===== src/rtl/bus_scheduler.sv =====
// Round-robin arbiter sharing one memory/peripheral bus among NREQ masters,
// one outstanding transaction at a time, with wait-state support and a hung-slave watchdog.
module bus_scheduler #(
  parameter int unsigned NREQ    = 3,
  parameter int unsigned AW      = 64,
  parameter int unsigned DW      = 64,
  parameter int unsigned TIMEOUT = 255
) (
  input  logic                 clk,
  input  logic                 reset_n,
  input  logic [NREQ*AW-1:0]   req_address_in,
  input  logic [NREQ-1:0]      req_read_in,
  input  logic [NREQ-1:0]      req_write_in,
  input  logic [NREQ*4-1:0]    req_write_mask_in,
  input  logic [NREQ*DW-1:0]   req_write_value_in,
  output logic [NREQ*DW-1:0]   req_read_value_out,
  output logic [NREQ-1:0]      req_ready_out,
  output logic [NREQ-1:0]      req_error_out,
  output logic [AW-1:0]        address_out,
  output logic                 read_out,
  output logic                 write_out,
  output logic [3:0]           write_mask_out,
  output logic [DW-1:0]        write_value_out,
  input  logic [DW-1:0]        read_value_in,
  input  logic                 mem_ready_in,
  output logic [NREQ-1:0]      grant_out
);

  localparam int unsigned PW = (NREQ > 1) ? $clog2(NREQ) : 1;
  localparam int unsigned CW = $clog2(TIMEOUT + 1);

  typedef enum logic {IDLE, BUSY} state_e;

  state_e          state_q, state_d;
  logic [PW-1:0]   rr_ptr_q, rr_ptr_d;
  logic [CW-1:0]   wait_cnt_q, wait_cnt_d;
  logic [NREQ-1:0] grant_q, grant_d;

  logic [NREQ-1:0] active;
  logic [PW-1:0]   pick_idx;
  logic            pick_valid;
  logic [PW-1:0]   gnt_idx;
  logic            busy;
  logic            timeout_hit;
  logic            done;

  assign active      = req_read_in | req_write_in;
  assign busy        = (state_q == BUSY);
  assign timeout_hit = busy && !mem_ready_in && (wait_cnt_q == CW'(TIMEOUT));
  assign done        = busy && (mem_ready_in || timeout_hit);
  assign grant_out   = grant_q;

  // Search starts one past the last serviced requester, wrapping modulo NREQ.
  always_comb begin
    pick_valid = 1'b0;
    pick_idx   = '0;
    for (int unsigned k = 1; k <= NREQ; k++) begin
      if (!pick_valid && active[(32'(rr_ptr_q) + k) % NREQ]) begin
        pick_valid = 1'b1;
        pick_idx   = PW'((32'(rr_ptr_q) + k) % NREQ);
      end
    end
  end

  always_comb begin
    gnt_idx = '0;
    for (int unsigned i = 0; i < NREQ; i++) begin
      if (grant_q[i]) gnt_idx = PW'(i);
    end
  end

  always_ff @(posedge clk or negedge reset_n) begin
    if (!reset_n) begin
      state_q    <= IDLE;
      rr_ptr_q   <= PW'(NREQ - 1);
      wait_cnt_q <= '0;
      grant_q    <= '0;
    end else begin
      state_q    <= state_d;
      rr_ptr_q   <= rr_ptr_d;
      wait_cnt_q <= wait_cnt_d;
      grant_q    <= grant_d;
    end
  end

  always_comb begin
    state_d    = state_q;
    rr_ptr_d   = rr_ptr_q;
    wait_cnt_d = wait_cnt_q;
    grant_d    = grant_q;
    case (state_q)
      IDLE: begin
        if (pick_valid) begin
          state_d    = BUSY;
          grant_d    = NREQ'(1) << pick_idx;
          wait_cnt_d = '0;
        end
      end
      BUSY: begin
        if (done) begin
          state_d    = IDLE;
          grant_d    = '0;
          rr_ptr_d   = gnt_idx;
          wait_cnt_d = '0;
        end else if (wait_cnt_q != CW'(TIMEOUT)) begin
          wait_cnt_d = wait_cnt_q + CW'(1);
        end
      end
      default: state_d = IDLE;
    endcase
  end

  // Write wins when a requester raises both strobes.
  always_comb begin
    address_out        = '0;
    read_out           = 1'b0;
    write_out          = 1'b0;
    write_mask_out     = '0;
    write_value_out    = '0;
    req_read_value_out = '0;
    req_ready_out      = done ? grant_q : '0;
    req_error_out      = timeout_hit ? grant_q : '0;
    for (int unsigned i = 0; i < NREQ; i++) begin
      if (busy && grant_q[i]) begin
        address_out     = req_address_in[i*AW +: AW];
        write_out       = req_write_in[i];
        read_out        = req_read_in[i] & ~req_write_in[i];
        write_mask_out  = req_write_in[i] ? req_write_mask_in[i*4 +: 4] : 4'b0000;
        write_value_out = req_write_value_in[i*DW +: DW];
        if (done) begin
          req_read_value_out[i*DW +: DW] = timeout_hit ? {DW{1'b1}} : read_value_in;
        end
      end
    end
  end

endmodule

===== config.mk =====
export PLATFORM = sky130hd
export DESIGN_NAME = bus_scheduler
export DESIGN_NICKNAME = d
export VERILOG_FILES = /design/src/rtl/bus_scheduler.sv
export SDC_FILE = /design/constraint.sdc
export NUM_CORES = 1
export LEC_CHECK = 0
export BUFFER_PORTS_ARGS = -buffer_cell sky130_fd_sc_hd__clkbuf_2
export CAP_MARGIN = 20
export CORE_AREA = 2 2 311 313
export DETAILED_ROUTE_END_ITERATION = 10
export DIE_AREA = 0 0 313 315
export GPL_TIMING_DRIVEN = 0
export HOLD_SLACK_MARGIN = 0.15
export PLACE_DENSITY = 0.32
export SLEW_MARGIN = 20
export SYNTH_ARGS = -nofsm -noshare
export SYNTH_HDL_FRONTEND = slang
export SYNTH_SLANG_ARGS = --single-unit
export TNS_END_PERCENT = 50

===== constraint.sdc =====
create_clock -name clk -period 3.1 [get_ports clk]
set_input_delay 0.155 -clock clk [delete_from_list [all_inputs] [get_ports clk]]
set_output_delay 0.155 -clock clk [all_outputs]
set_load 0.01 [all_outputs]

==> results of run 1 <==
[worst min-delay path: stages]
cell and delay, ns:
clkbuf_2 0.14, or2_2 0.17, a21oi_1 0.07
[state kept, by name, indices dropped and copies added (netlist names)]
register	count
busy	1
grant_out	3
rr_ptr_q	2
wait_cnt_q	8
[power by group]
group | total [mW] | internal [mW] | switching (mW)
Clock | 0.273 | 0.196 | 0.0774
Sequential | 0.281 | 0.219 | 0.0619
Combinational | 4.71 | 1.62 | 3.10
Total | 5.27 | 2.03 | 3.24
[cells in the mapped netlist (2+ instances only)]
master	instances	area (um^2)
buf_2	13	65.1
a32oi_1	4	35.0
clkbuf_1	62	233
nor2b_1	2	12.5
or2_2	3	18.8
inv_1	8	30.0
a22o_1	2	17.5
a31oi_1	2	12.5
a22oi_1	129	968
ha_1	5	62.6
nand3_1	4	20.0
nand2b_1	5	31.3
a21oi_1	145	726
nand4_1	2	12.5
buf_1	13	48.8
nor3_1	2	10.0
o31ai_1	2	15.0
nor2_1	399	1500
dfrtp_1	13	325
o21ai_0	14	70.1
nand2_1	14	52.6
and3_1	2	12.5
and2_1	4	25.0
[how the worst max path moves through the flow]
stage                                    to           from  depth (start not counted)  slack (ns)
floorplan                      grant_out[2]    rr_ptr_q[1]                          7        0.90
global placement        write_value_out[59]   grant_out[1]                          7       -1.30
detailed placement                 read_out   grant_out[1]                          7       -0.69
CTS                          address_out[5]   grant_out[2]                          6        0.02
global route        req_read_value_out[156]  wait_cnt_q[0]                          9       0.003
finish               req_read_value_out[41]  wait_cnt_q[0]                          9        0.05
[cell families (layout without fill, tap and decap cells)]
group	after synthesis	count (layout)
other cells	0	2
compound gates	308	308
flops	14	14
simple gates	443	443
buf+inv	98	906
fa+ha+maj	5	5
[layer usage]
layer	global-route usage	vias to the layer above	share of wire	wire, um
li1	-	4640	-	-
met1	0.132	4549	0.38	24200
met2	0.225	565	0.53	33200
met3	0.0190	67	0.054	3380
met4	0.0391	4	0.037	2320
met5	0	-	0.00033	21
[stage by stage]
step	setup TNS, ns	setup slack, ns
final	0	0.0546
after global routing	0	0.00285
after CTS	0	0.0192
after detailed placement	-31.70	-0.693
after global placement	-107.65	-1.30
after floorplan	0	0.901
[timing repair]
item	CTS	global route
endpoints found under the hold margin	13	0
endpoints found under the setup margin	237	38
buffers inserted	2	1
pin swaps	0	1
hold buffers	1	0
resized for setup	37	2
[area by class of cell]
type | instances | area, um^2
timing repair buffer | 805 | 4050
inverter | 8 | 30.0
multi-input combinational | 756 | 3780
tap | 1276 | 1600
clock buffer | 4 | 88.8
fill | 11500 | 85400
buffer | 89 | 419
antenna | 2 | 5.00
sequential | 14 | 353
==> impl_metrics.yaml, run 1 <==
run_status:
  outcome: "completed"
synthesis:
  post_synth_edffs: 0
  count_of_synthesis_stage_warnings_from_yosys: 0
  seq_area_frac_synth: 0.0784
  synth.mux.area_fraction: 0
  syn_nets: 1342
  synth_seq_cells: 14
  synth-simple-area-share: 0.390
  synthCells: 868
  post_synth_fa_ha_maj_area_fraction: 0.0139
  post_synth_num_cell_types: 42
  synth_compound_gate_area_share: 0.429
  combinational_family_with_the_most_area_after_synthesis: "compound AO/OA/AOI/OAI gates"
  synthesis.area_per_instance_um2: 5.17
  synth-xor-area-share: 0
  ys_dominant_reg_cell: "dfrtp_1"
  async_reset_ff_frac: 1.00
  cell_area_after_technology_mapping_um2: 4490
worst_setup_path:
  cp_data_arrival_time_ns: 2.89
  cp_slowest_stage_delay_ns: 0.74
  path_class: "reg -> out"
  critPathMaxFanout: 10
  rrSetupSlack_ns: 0.55
  critPathBufInv: 4
  worst_path_max_delay_cell: "nor2_1"
  endpoint_class_of_the_critical_path: "output pin"
  critical_path.top_delay_family: "simple AND/OR/NAND/NOR gates"
  rr_endpoint: "grant_out[2]"
  reg2reg_from: "rr_ptr_q[1]"
  timing.critical_path.cells: "ha_1 > nand4_1 > nor4_4 > buf_4 > buf_2 > buf_2 > nor2_1 > nor2_1 > clkbuf_2"
  crit_required_ns: 2.94
  crit_path_start_kind: "register"
  worstRegToRegCells: 7
pwr:
  p_leak_nw: 5.45
  vdd.ir_drop.worst_mv: 0.160
  post-layout-total-power_mw: 5.27
  power.density_nw_per_um2: 510
final_layout:
  ratio_of_cells_with_drive_above_1_in_the_final_layout: 0.518
  cell_area_after_layout_um2: 10300
  finalNetCount: 2151
  layout_common_cells: "clkbuf_2 (821), nor2_1 (396), a21oi_1 (142), a22oi_1 (129), clkbuf_1 (36)"
  flow.area_growth_from_synthesis_pct: 130
  mostFrequentLayoutCell: "clkbuf_2"
  final_core_utilization: 0.108
  finalNonFillerCells: 2954
drt:
  totalWireLength_mm: 63.2
  via_per_inst: 3.33
  drt_first_iter_violations: 546
  drt_first_pass_iters: 5
  vias: 9825
  dr_wl_cell_um: 21.4
  postRouteAntennaNets: 0
  drc_errors: 0
floorplan:
  fp.dieArea_um2: 98600
  initial_core_utilization: 0.0469
  die_height_um: 315
  io_pins: 804
  fp.coreArea_um2: 95700
  die_width_um: 313
  fp-row-count: 114
clock_network:
  worst_setup_hold_path_clk_slew_ns: 0.05
  cts-root-buf: "clkbuf_16"
  cts.sinks: 14
  tritoncts.num_buffers: 3
  cts_tree: "done"
  clkLatencyLatePin_ns: 0.25
  clock_tree.buffer_depth: 2
  cts_max_level: 1
timing:
  setup_repair_after_global_routing_missed_its_margin: "no"
  timing.final.setup_violations: 0
  slew_headroom: 0.361
  timing_hold_violations_final: 0
  slew_viol_final: 0
  hold_ws_ns: 0.340
  tightestPinTransition_ns: 0.956
  finalCritPeriodShare: 0.982
  worst_clock_skew_ns: 0.00309
  final_period_demand_of_the_worst_path_ns: 3.05
  fmax_mhz: 328
grt:
  antenna_found_initial: 10
  grt_pass1_vias: 9666
  groute.usage.overall: 0.118
  grt_pass1_wl_mm: 80.5
  grt_start_max_net_pins: 15
  global_route.overflow_total: 0
placed_design:
  dpl-instance-area_um2: 10100
  port_buffers: 801
  final_weighted_congestion_in_routability_driven_placement: 0.935
  place.detailed.instances: 2945
  place.detailed.hpwl_mm: 57.2
worst_hold_path:
  min_path_cells: 3
  holdPathEnd: "busy"
  hold_path.class: "in -> reg"
  worstHoldStart: "mem_ready_in"
job:
  cap_viol_max_count: 0
Note: power is estimated with default switching activity, not from simulation.
==> run 2, diff against run 1 <==
--- a/config.mk
+++ b/config.mk
@@ -12,7 +12,8 @@
 export DIE_AREA = 0 0 313 315
 export GPL_TIMING_DRIVEN = 0
 export HOLD_SLACK_MARGIN = 0.15
-export PLACE_DENSITY = 0.32
+export MAX_ROUTING_LAYER = met4
+export SKIP_CTS_REPAIR_TIMING = 1
 export SLEW_MARGIN = 20
 export SYNTH_ARGS = -nofsm -noshare
 export SYNTH_HDL_FRONTEND = slang
==> impl_metrics.yaml, run 2 (same netlist as run 1, synthesis figures left out) <==
run_status:
  outcome: "completed"
clock_network:
  tritoncts.num_buffers: 3
  worst_setup_hold_path_clk_slew_ns: 0.05
  clock_tree.buffer_depth: 2
  cts_tree: "done"
  cts.sinks: 14
  cts_max_level: 1
  cts-root-buf: "clkbuf_16"
  clkLatencyLatePin_ns: 0.24
placed_design:
  place_worst_setup_slack_ns: -1.07
  place.detailed.instances: 2949
  place.detailed.hpwl_mm: 56.6
  final_weighted_congestion_in_routability_driven_placement: 1.09
  port_buffers: 801
  dpl-instance-area_um2: 10200
pwr:
  sequentialPowerShare: 0.052
  vdd.ir_drop.worst_mv: 0.250
  cellInternalPower_mw: 2.02
  clockPowerShare: 0.051
  power.share.combinational: 0.896
  post-layout-total-power_mw: 5.33
  power.density_nw_per_um2: 516
  power.net_switching_mw: 3.30
  p_leak_nw: 5.43
  power.share.switching: 0.620
worst_setup_path:
  path_depth: 6
  cp_slowest_stage_delay_ns: 0.57
  cp_data_arrival_time_ns: 2.79
  endpoint_class_of_the_critical_path: "output pin"
  path_class: "reg -> out"
  crit_required_ns: 2.94
  critPathMaxFanout: 10
  critPathBufInv: 3
  critical_path.top_delay_family: "buffers and inverters"
  timing.critical_path.cells: "and2_4 > buf_4 > clkbuf_4 > a22oi_1 > a21oi_1 > clkbuf_2"
  worstRegToRegCells: 7
  worst_path_max_delay_cell: "dfrtp_1"
  crit_path_start_kind: "register"
final_layout:
  flow.area_growth_from_synthesis_pct: 130
  finalNonFillerCells: 2967
  layout_common_cells: "clkbuf_2 (817), nor2_1 (398), a21oi_1 (145), a22oi_1 (127), clkbuf_1 (42)"
  largest_reg_flops: 8
  cell_area_after_layout_um2: 10300
  finalNetCount: 2152
  mostFrequentLayoutCell: "clkbuf_2"
  registers.top_by_ff_count: "wait_cnt_q"
  multi_input_comb_area_um2: 3760
  final-seq-area_um2: 352
  ratio_of_cells_with_drive_above_1_in_the_final_layout: 0.512
  nFillCells: 11300
timing:
  setup_repair_after_global_routing_missed_its_margin: "yes"
  slew_headroom: 0.402
  fmax_mhz: 339
  finalCritPeriodShare: 0.951
  worst_clock_skew_ns: 0.00483
  fin_ws_ns: 0.151
  slew_viol_final: 0
  final_period_demand_of_the_worst_path_ns: 2.95
  timing.final.setup_violations: 0
  timing_hold_violations_final: 0
  tightestPinTransition_ns: 0.897
worst_hold_path:
  hold_path.class: "in -> reg"
  min_path_cells: 3
drt:
  vias: 10300
  drt_first_iter_violations: 812
  via_per_inst: 3.46
  drt_first_pass_iters: 5
  dr_wl_cell_um: 21.2
  totalWireLength_mm: 62.9
  drc_errors: 0
  postRouteAntennaNets: 0
job:
  cap_viol_max_count: 0
floorplan:
  die_height_um: 315
  fp-row-count: 114
  io_pins: 804
  die_width_um: 313
  fp.coreArea_um2: 95700
  fp.dieArea_um2: 98600
  initial_core_utilization: 0.0469
grt:
  grt_pass1_wl_mm: 77.9
  grt_pass1_vias: 8762
  grt_start_max_net_pins: 15
  global_route.overflow_total: 0
  groute.usage.overall: 0.120
  antenna_found_initial: 24
[run 2: power groups by stage]
stage | Clock [mW] | Sequential [mW] | Combinational (mW)
3_5_place_dp | 0 | 0.281 | 4.77
4_1_cts | 0.277 | 0.280 | 4.79
3_3_place_gp | 0 | 0.280 | 4.73
5_1_grt | 0.289 | 0.286 | 5.11
6_report | 0.272 | 0.280 | 4.78
2_1_floorplan | 0 | 0.252 | 2.21
[run 2: through the flow]
step,hold WS [ns],utilization,TNS [ns]
after floorplan,-0.141,-,0
after global placement,0.0795,0.105,-140.75
after detailed placement,0.0891,0.106,-36.20
after CTS,-0.169,0.107,-71.35
after global routing,0.358,0.108,-0.00782
final,0.326,0.108,0
[run 2: layer usage]
metal	vias up	GRT usage	wire [um]	share of wire
li1	4651	-	-	-
met5	-	-	0	0
met4	0	0.0434	2730	0.043
met3	111	0.0281	4970	0.079
met1	4725	0.133	23900	0.38
met2	774	0.209	31300	0.50
[run 2: tightest hold or removal path: cells and delay by family]
family,cells,cell delay (ns)
and+or+nand+nor,1,0.17
buffers and inverters,1,0.13
AOI/OAI and AO/OA,1,0.07
[run 2: layout make-up]
class | count | area share
Timing Repair Buffer | 806 | 0.393
Multi-Input combinational cell | 756 | 0.364
Tap cell | 1276 | 0.155
Buffer | 89 | 0.0389
Sequential cell | 14 | 0.0340
Clock buffer | 4 | 0.00860
Antenna cell | 14 | 0.00339
Inverter | 8 | 0.00291
[run 2: final timing paths]
kind,from,end,slack (ns)
max,grant_out[1],write_value_out[52],0.15
min,mem_ready_in,busy,0.33
max reg2reg,rr_ptr_q[1],grant_out[2],0.60
min reg2reg,rr_ptr_q[1],rr_ptr_q[1],0.49
max in group asynchronous,reset_n,rr_ptr_q[1],2.38
min in group asynchronous,reset_n,wait_cnt_q[1],0.41
